## src/rtl/picomem_stream_writer_if.sv

```systemverilog
// Stream-in and PicoMem native bus signals of the stream writer.
// master is the writer's view; slave is the byte source plus memory responder.
interface picomem_stream_writer_if;
  logic        s_valid;
  logic        s_ready;
  logic [7:0]  s_data;
  logic        s_last;
  logic        mem_m_valid;
  logic        mem_m_ready;
  logic [31:0] mem_m_addr;
  logic [31:0] mem_m_wdata;
  logic [3:0]  mem_m_wstrb;

  modport master (
    input  s_valid, s_data, s_last, mem_m_ready,
    output s_ready, mem_m_valid, mem_m_addr, mem_m_wdata, mem_m_wstrb
  );

  modport slave (
    output s_valid, s_data, s_last, mem_m_ready,
    input  s_ready, mem_m_valid, mem_m_addr, mem_m_wdata, mem_m_wstrb
  );
endinterface

```

## src/rtl/picomem_stream_writer.sv

```systemverilog
// Packs a byte stream little-endian into 32-bit words and writes them to
// consecutive word addresses of a PicoMem responder.
module picomem_stream_writer #(
  parameter int CNT_W = 16
) (
  input  logic                   clk,
  input  logic                   resetn,
  input  logic                   start,
  input  logic [31:0]            start_addr,
  picomem_stream_writer_if.master bus,
  output logic                   busy,
  output logic                   done,
  output logic [CNT_W-1:0]       word_count
);

  typedef enum logic [1:0] {IDLE, FILL, WRITE} state_t;

  state_t      state, state_nxt;
  logic [1:0]  lane;
  logic        last_flag;
  logic        valid_q;
  logic [31:0] addr_q;
  logic [31:0] wdata_q;
  logic [3:0]  wstrb_q;
  logic        done_q;
  logic [CNT_W-1:0] count_q;

  logic accept, word_full, write_done, start_ok;

  // done shares its cycle with IDLE, yet start is still ignored there
  assign start_ok   = (state == IDLE) && start && !done_q;
  assign accept     = (state == FILL) && bus.s_valid;
  assign word_full  = accept && ((lane == 2'd3) || bus.s_last);
  assign write_done = (state == WRITE) && bus.mem_m_ready;

  assign bus.s_ready     = (state == FILL);
  assign busy            = (state != IDLE);
  assign bus.mem_m_valid = valid_q;
  assign bus.mem_m_addr  = addr_q;
  assign bus.mem_m_wdata = wdata_q;
  assign bus.mem_m_wstrb = wstrb_q;
  assign done            = done_q;
  assign word_count      = count_q;

  always_ff @(posedge clk or negedge resetn) begin
    if (!resetn) state <= IDLE;
    else         state <= state_nxt;
  end

  always_comb begin
    state_nxt = state;
    case (state)
      IDLE:    if (start_ok) state_nxt = FILL;
      FILL:    if (word_full) state_nxt = WRITE;
      WRITE:   if (bus.mem_m_ready) state_nxt = last_flag ? IDLE : FILL;
      default: state_nxt = IDLE;
    endcase
  end

  always_ff @(posedge clk or negedge resetn) begin
    if (!resetn) begin
      valid_q   <= 1'b0;
      addr_q    <= '0;
      wdata_q   <= '0;
      wstrb_q   <= '0;
      lane      <= '0;
      last_flag <= 1'b0;
      done_q    <= 1'b0;
      count_q   <= '0;
    end else begin
      // valid follows the next state so it drops on the ready edge itself
      valid_q <= (state_nxt == WRITE);
      done_q  <= write_done && last_flag;
      if (start_ok) begin
        addr_q  <= {start_addr[31:2], 2'b00};
        lane    <= '0;
        wdata_q <= '0;
        wstrb_q <= '0;
        count_q <= '0;
      end
      if (accept) begin
        wdata_q[8*lane +: 8] <= bus.s_data;
        wstrb_q[lane]        <= 1'b1;
        lane                 <= lane + 2'd1;
        last_flag            <= bus.s_last;
      end
      if (write_done) begin
        addr_q  <= addr_q + 32'd4;
        count_q <= count_q + CNT_W'(1);
        wdata_q <= '0;
        wstrb_q <= '0;
        lane    <= '0;
      end
    end
  end

endmodule
```

## src/flat_wrapper.sv

```systemverilog
// flat-port wrapper written by rule: the top's interface ports become plain ports
module picomem_stream_writer_flat 
#(
  parameter int CNT_W = 16
)
  (clk, resetn, start, start_addr, busy, done, word_count, bus_s_valid, bus_s_data, bus_s_last, bus_mem_m_ready, bus_s_ready, bus_mem_m_valid, bus_mem_m_addr, bus_mem_m_wdata, bus_mem_m_wstrb);
  picomem_stream_writer_if bus_i ();
  input  logic clk;
  input  logic resetn;
  input  logic start;
  input  logic [31:0] start_addr;
  output logic busy;
  output logic done;
  output logic [CNT_W-1:0] word_count;
  input wire logic [$bits(bus_i.s_valid)-1:0] bus_s_valid;
  input wire logic [$bits(bus_i.s_data)-1:0] bus_s_data;
  input wire logic [$bits(bus_i.s_last)-1:0] bus_s_last;
  input wire logic [$bits(bus_i.mem_m_ready)-1:0] bus_mem_m_ready;
  output wire logic [$bits(bus_i.s_ready)-1:0] bus_s_ready;
  output wire logic [$bits(bus_i.mem_m_valid)-1:0] bus_mem_m_valid;
  output wire logic [$bits(bus_i.mem_m_addr)-1:0] bus_mem_m_addr;
  output wire logic [$bits(bus_i.mem_m_wdata)-1:0] bus_mem_m_wdata;
  output wire logic [$bits(bus_i.mem_m_wstrb)-1:0] bus_mem_m_wstrb;
  assign bus_i.s_valid = bus_s_valid;
  assign bus_i.s_data = bus_s_data;
  assign bus_i.s_last = bus_s_last;
  assign bus_i.mem_m_ready = bus_mem_m_ready;
  assign bus_s_ready = bus_i.s_ready;
  assign bus_mem_m_valid = bus_i.mem_m_valid;
  assign bus_mem_m_addr = bus_i.mem_m_addr;
  assign bus_mem_m_wdata = bus_i.mem_m_wdata;
  assign bus_mem_m_wstrb = bus_i.mem_m_wstrb;
  picomem_stream_writer #(.CNT_W(CNT_W)) u_core (.clk(clk), .resetn(resetn), .start(start), .start_addr(start_addr), .bus(bus_i), .busy(busy), .done(done), .word_count(word_count));
endmodule
```

## config.mk

```make
export PLATFORM = sky130hd
export DESIGN_NAME = picomem_stream_writer_flat
export DESIGN_NICKNAME = d
export VERILOG_FILES = /design/src/rtl/picomem_stream_writer_if.sv /design/src/rtl/picomem_stream_writer.sv /design/src/flat_wrapper.sv
export SDC_FILE = /design/constraint.sdc
export NUM_CORES = 1
export LEC_CHECK = 0
export CAP_MARGIN = 15
export CORE_AREA = 5 5 113 115
export CTS_BUF_LIST = sky130_fd_sc_hd__clkbuf_16
export CTS_CLUSTER_SIZE = 12
export DETAILED_ROUTE_END_ITERATION = 10
export DIE_AREA = 0 0 118 120
export PLACE_DENSITY = 0.77
export SETUP_SLACK_MARGIN = 0.05
export SYNTH_ARGS = -nofsm -noshare
export SYNTH_HDL_FRONTEND = slang
export SYNTH_SLANG_ARGS = --single-unit
```

## constraint.sdc

```tcl
create_clock -name clk -period 2.8 [get_ports clk]
set_input_delay 0.28 -clock clk [delete_from_list [all_inputs] [get_ports clk]]
set_output_delay 0.28 -clock clk [all_outputs]
set_load 0.01 [all_outputs]
```

==> metrics.txt <==
status=complete, no violations; post-layout instance area=0.00617 mm^2; Yosys top cell area share=0.507; Post-Synth Adder-Cell Area=0.0285; Worst Path Max Fanout=9; Leak Pwr=2.49 nW; Longest Clk Path Bufs=2; # DRC=0; critical path class=register to register; number of global-route vias before repair=about 4200; Detail Placement HPWL=9430 um; largest stage delay on the critical path=690 ps; Core Area=0.0117 mm^2; initial antenna violation count=0; synth cell count leaders=dfrtp_1, nand2_1, nand3_1; Max Clock Skew=7.81 ps; crit path cell chain=inv_1 -> ha_1 -> nor4b_2 -> a22oi_1 -> nor2_1; final hold vios=0; Max Cap Viol=0; largest net degree at the start of global routing=47; clock slew at reported path FFs=70 ps; VDD IR max=0.000406 V; area delta synth->final=40.4%; Worst EP arrival=roughly 2500 ps; Tcrit/Tclk final=0.791; Clock Latency Late Sink=340 ps; pwr dens=893 mW/mm^2; Post-Synth XOR/XNOR Area=0; most common cell in the netlist=dfrtp_1; Synth area leaders=dfrtp_1, nand3_1, nand2_1; final-report max-slew violation count=0; DR pass1 iterations=5; mean post-synth cell area=9.81 um^2; slowest CP cell=nor4b_2; Total Nets Final=632; die width=118 um; setup TNS=0 ps; total gr overflow=0; largest family of logic cells by synthesized area=simple AND/OR/NAND/NOR gates; Max Clk Rate=0.452 GHz; CP Capture Type=register; CTS tree=yes; Root Driver=clkbuf_16; DRT iter0 DRCs=343; # port buffers=129; Critical Path RT=3060 ps; die area=0.0142 mm^2; Synth Cell Area=roughly 0.0044 mm^2; final antenna-violating net count=0; Clock Sinks=89; worst min-delay path class=input port to async pin; asr flop ratio synth=1.00; unrepaired setup endpoints after global routing=false; Worst-Margin Slew=749 ps; Ys Warns=0; Layout fillers=1081; Total Wirelength=12900 um; mux share of post-synthesis cell area=0.00228; fin crit period=2210 ps; post-synthesis register bit count=slightly below 90; Via density=~5.6; CTS buffer count=9; Ports=134; EDFF count, synth=0; Setup crit start kind=register; CTS HTree Levels=3; height of the die=120 um; Area after DPL=0.00585 mm^2; layout cells sized above 1=0.0706; sequential area share after synthesis=0.507; first-pass GRT wire length=approximately 22000 um; area leader, netlist=dfrtp_1; row cnt=40; Final GP Congestion=0.856; cts repair resizes=0; Yosys cell types=58; Starting Density=0.375; routed len/inst=17.7 um; simple-gate share of the synthesized area=0.227; WP buf/inv=1; final setup violating endpoints=0; n_diodes=0; complex-gate fraction of the synthesized area=0.202; via count=4077; Tot GR Track Use=0.185; cells after synthesis=~450; top_reg_cell synth=dfrtp_1; CP top delay family=simple AND/OR/NAND/NOR gates; Max-slew headroom=0.499
[flip-flops by register name, summed over array words and instances, names as in the netlist]
| register | count |
|---|---|
| u_core.bus.mem_m_wdata | 32 |
| u_core.bus.mem_m_addr | 30 |
| u_core.done | 1 |
| u_core.word_count | 16 |
| u_core.bus.mem_m_wstrb | 4 |
| u_core.bus.mem_m_valid | 1 |
| u_core.state | 2 |
| u_core.lane | 2 |
| u_core.last_flag | 1 |
[final cells by class]
type                            count  area [um^2]  area share
Timing Repair Buffer              141         1380       0.224
Clock buffer                        9          225      0.0365
Tap cell                          147          184      0.0298
Clock inverter                      7         88.8      0.0144
Multi-Input combinational cell    328         2040       0.330
Sequential cell                    89         2230       0.361
Inverter                            7         26.3     0.00426
[power by group]
part	switching (mW)	internal (mW)
clock	0.491	0.775
combinational	1.09	1.07
sequential	0.450	1.63
total	2.04	3.48
[worst paths after layout]
path / slack (ps) / depth (start not counted) / to / from
min reg2reg: 500 / 1 / u_core.bus.mem_m_wstrb[0] / u_core.bus.mem_m_wstrb[0]
max reg2reg: 590 / 5 / u_core.bus.mem_m_wdata[5] / u_core.lane[0]
min: 480 / 2 / u_core.word_count[1] / resetn
max: 590 / 5 / u_core.bus.mem_m_wdata[5] / u_core.lane[0]
min in group clk: 500 / 1 / u_core.bus.mem_m_wstrb[0] / u_core.bus.mem_m_wstrb[0]
max in group asynchronous: 1570 / 3 / u_core.bus.mem_m_wdata[8] / resetn
[layout by cell type, fill, tap and decap left out, types with 11 or more instances in the layout]
cell type	Yosys	layout
a21oi_1	18	18
a22o_1	19	19
a22oi_1	11	11
buf_4	2	12
clkdlybuf4s50_1	0	128
dfrtp_1	89	89
nand2_1	48	48
nand3_1	48	48
nand4_1	16	16
nor2_1	34	32
o211ai_1	12	12
o21ai_0	29	29
[layer usage]
layer	vias up	part of all wire	GRT usage
li1	1939	-	-
met1	1983	0.42	0.226
met2	140	0.49	0.309
met3	15	0.080	0.0627
met4	0	0.014	0.0573
met5	-	0	0
[kinds of logic after synthesis]
group,count (synthesis)
compound gates,128
fa+ha+maj,10
buf+inv,32
flops,89
mux,1
other cells,1
simple gates,187
[metrics by stage]
stage | hold WS, ps | cells | util | power [mW] | setup slack [ps]
after floorplan | -15.6 | 449 | - | 3.15 | 957
after global placement | 324 | 711 | 0.499 | 4.20 | 463
after detailed placement | 330 | 711 | 0.499 | 4.27 | 384
after CTS | 505 | 728 | 0.527 | 5.56 | 589
after global routing | 507 | 728 | 0.527 | 5.88 | 390
final | 480 | 728 | 0.527 | 5.51 | 586
[repair_timing]
item / in CTS / in global routing
endpoints found under the hold margin: 44 / 0
hold buffers: 1 / 0
setup buffers: 0 / 0
No activity file was read; power rests on OpenSTA's default activity.
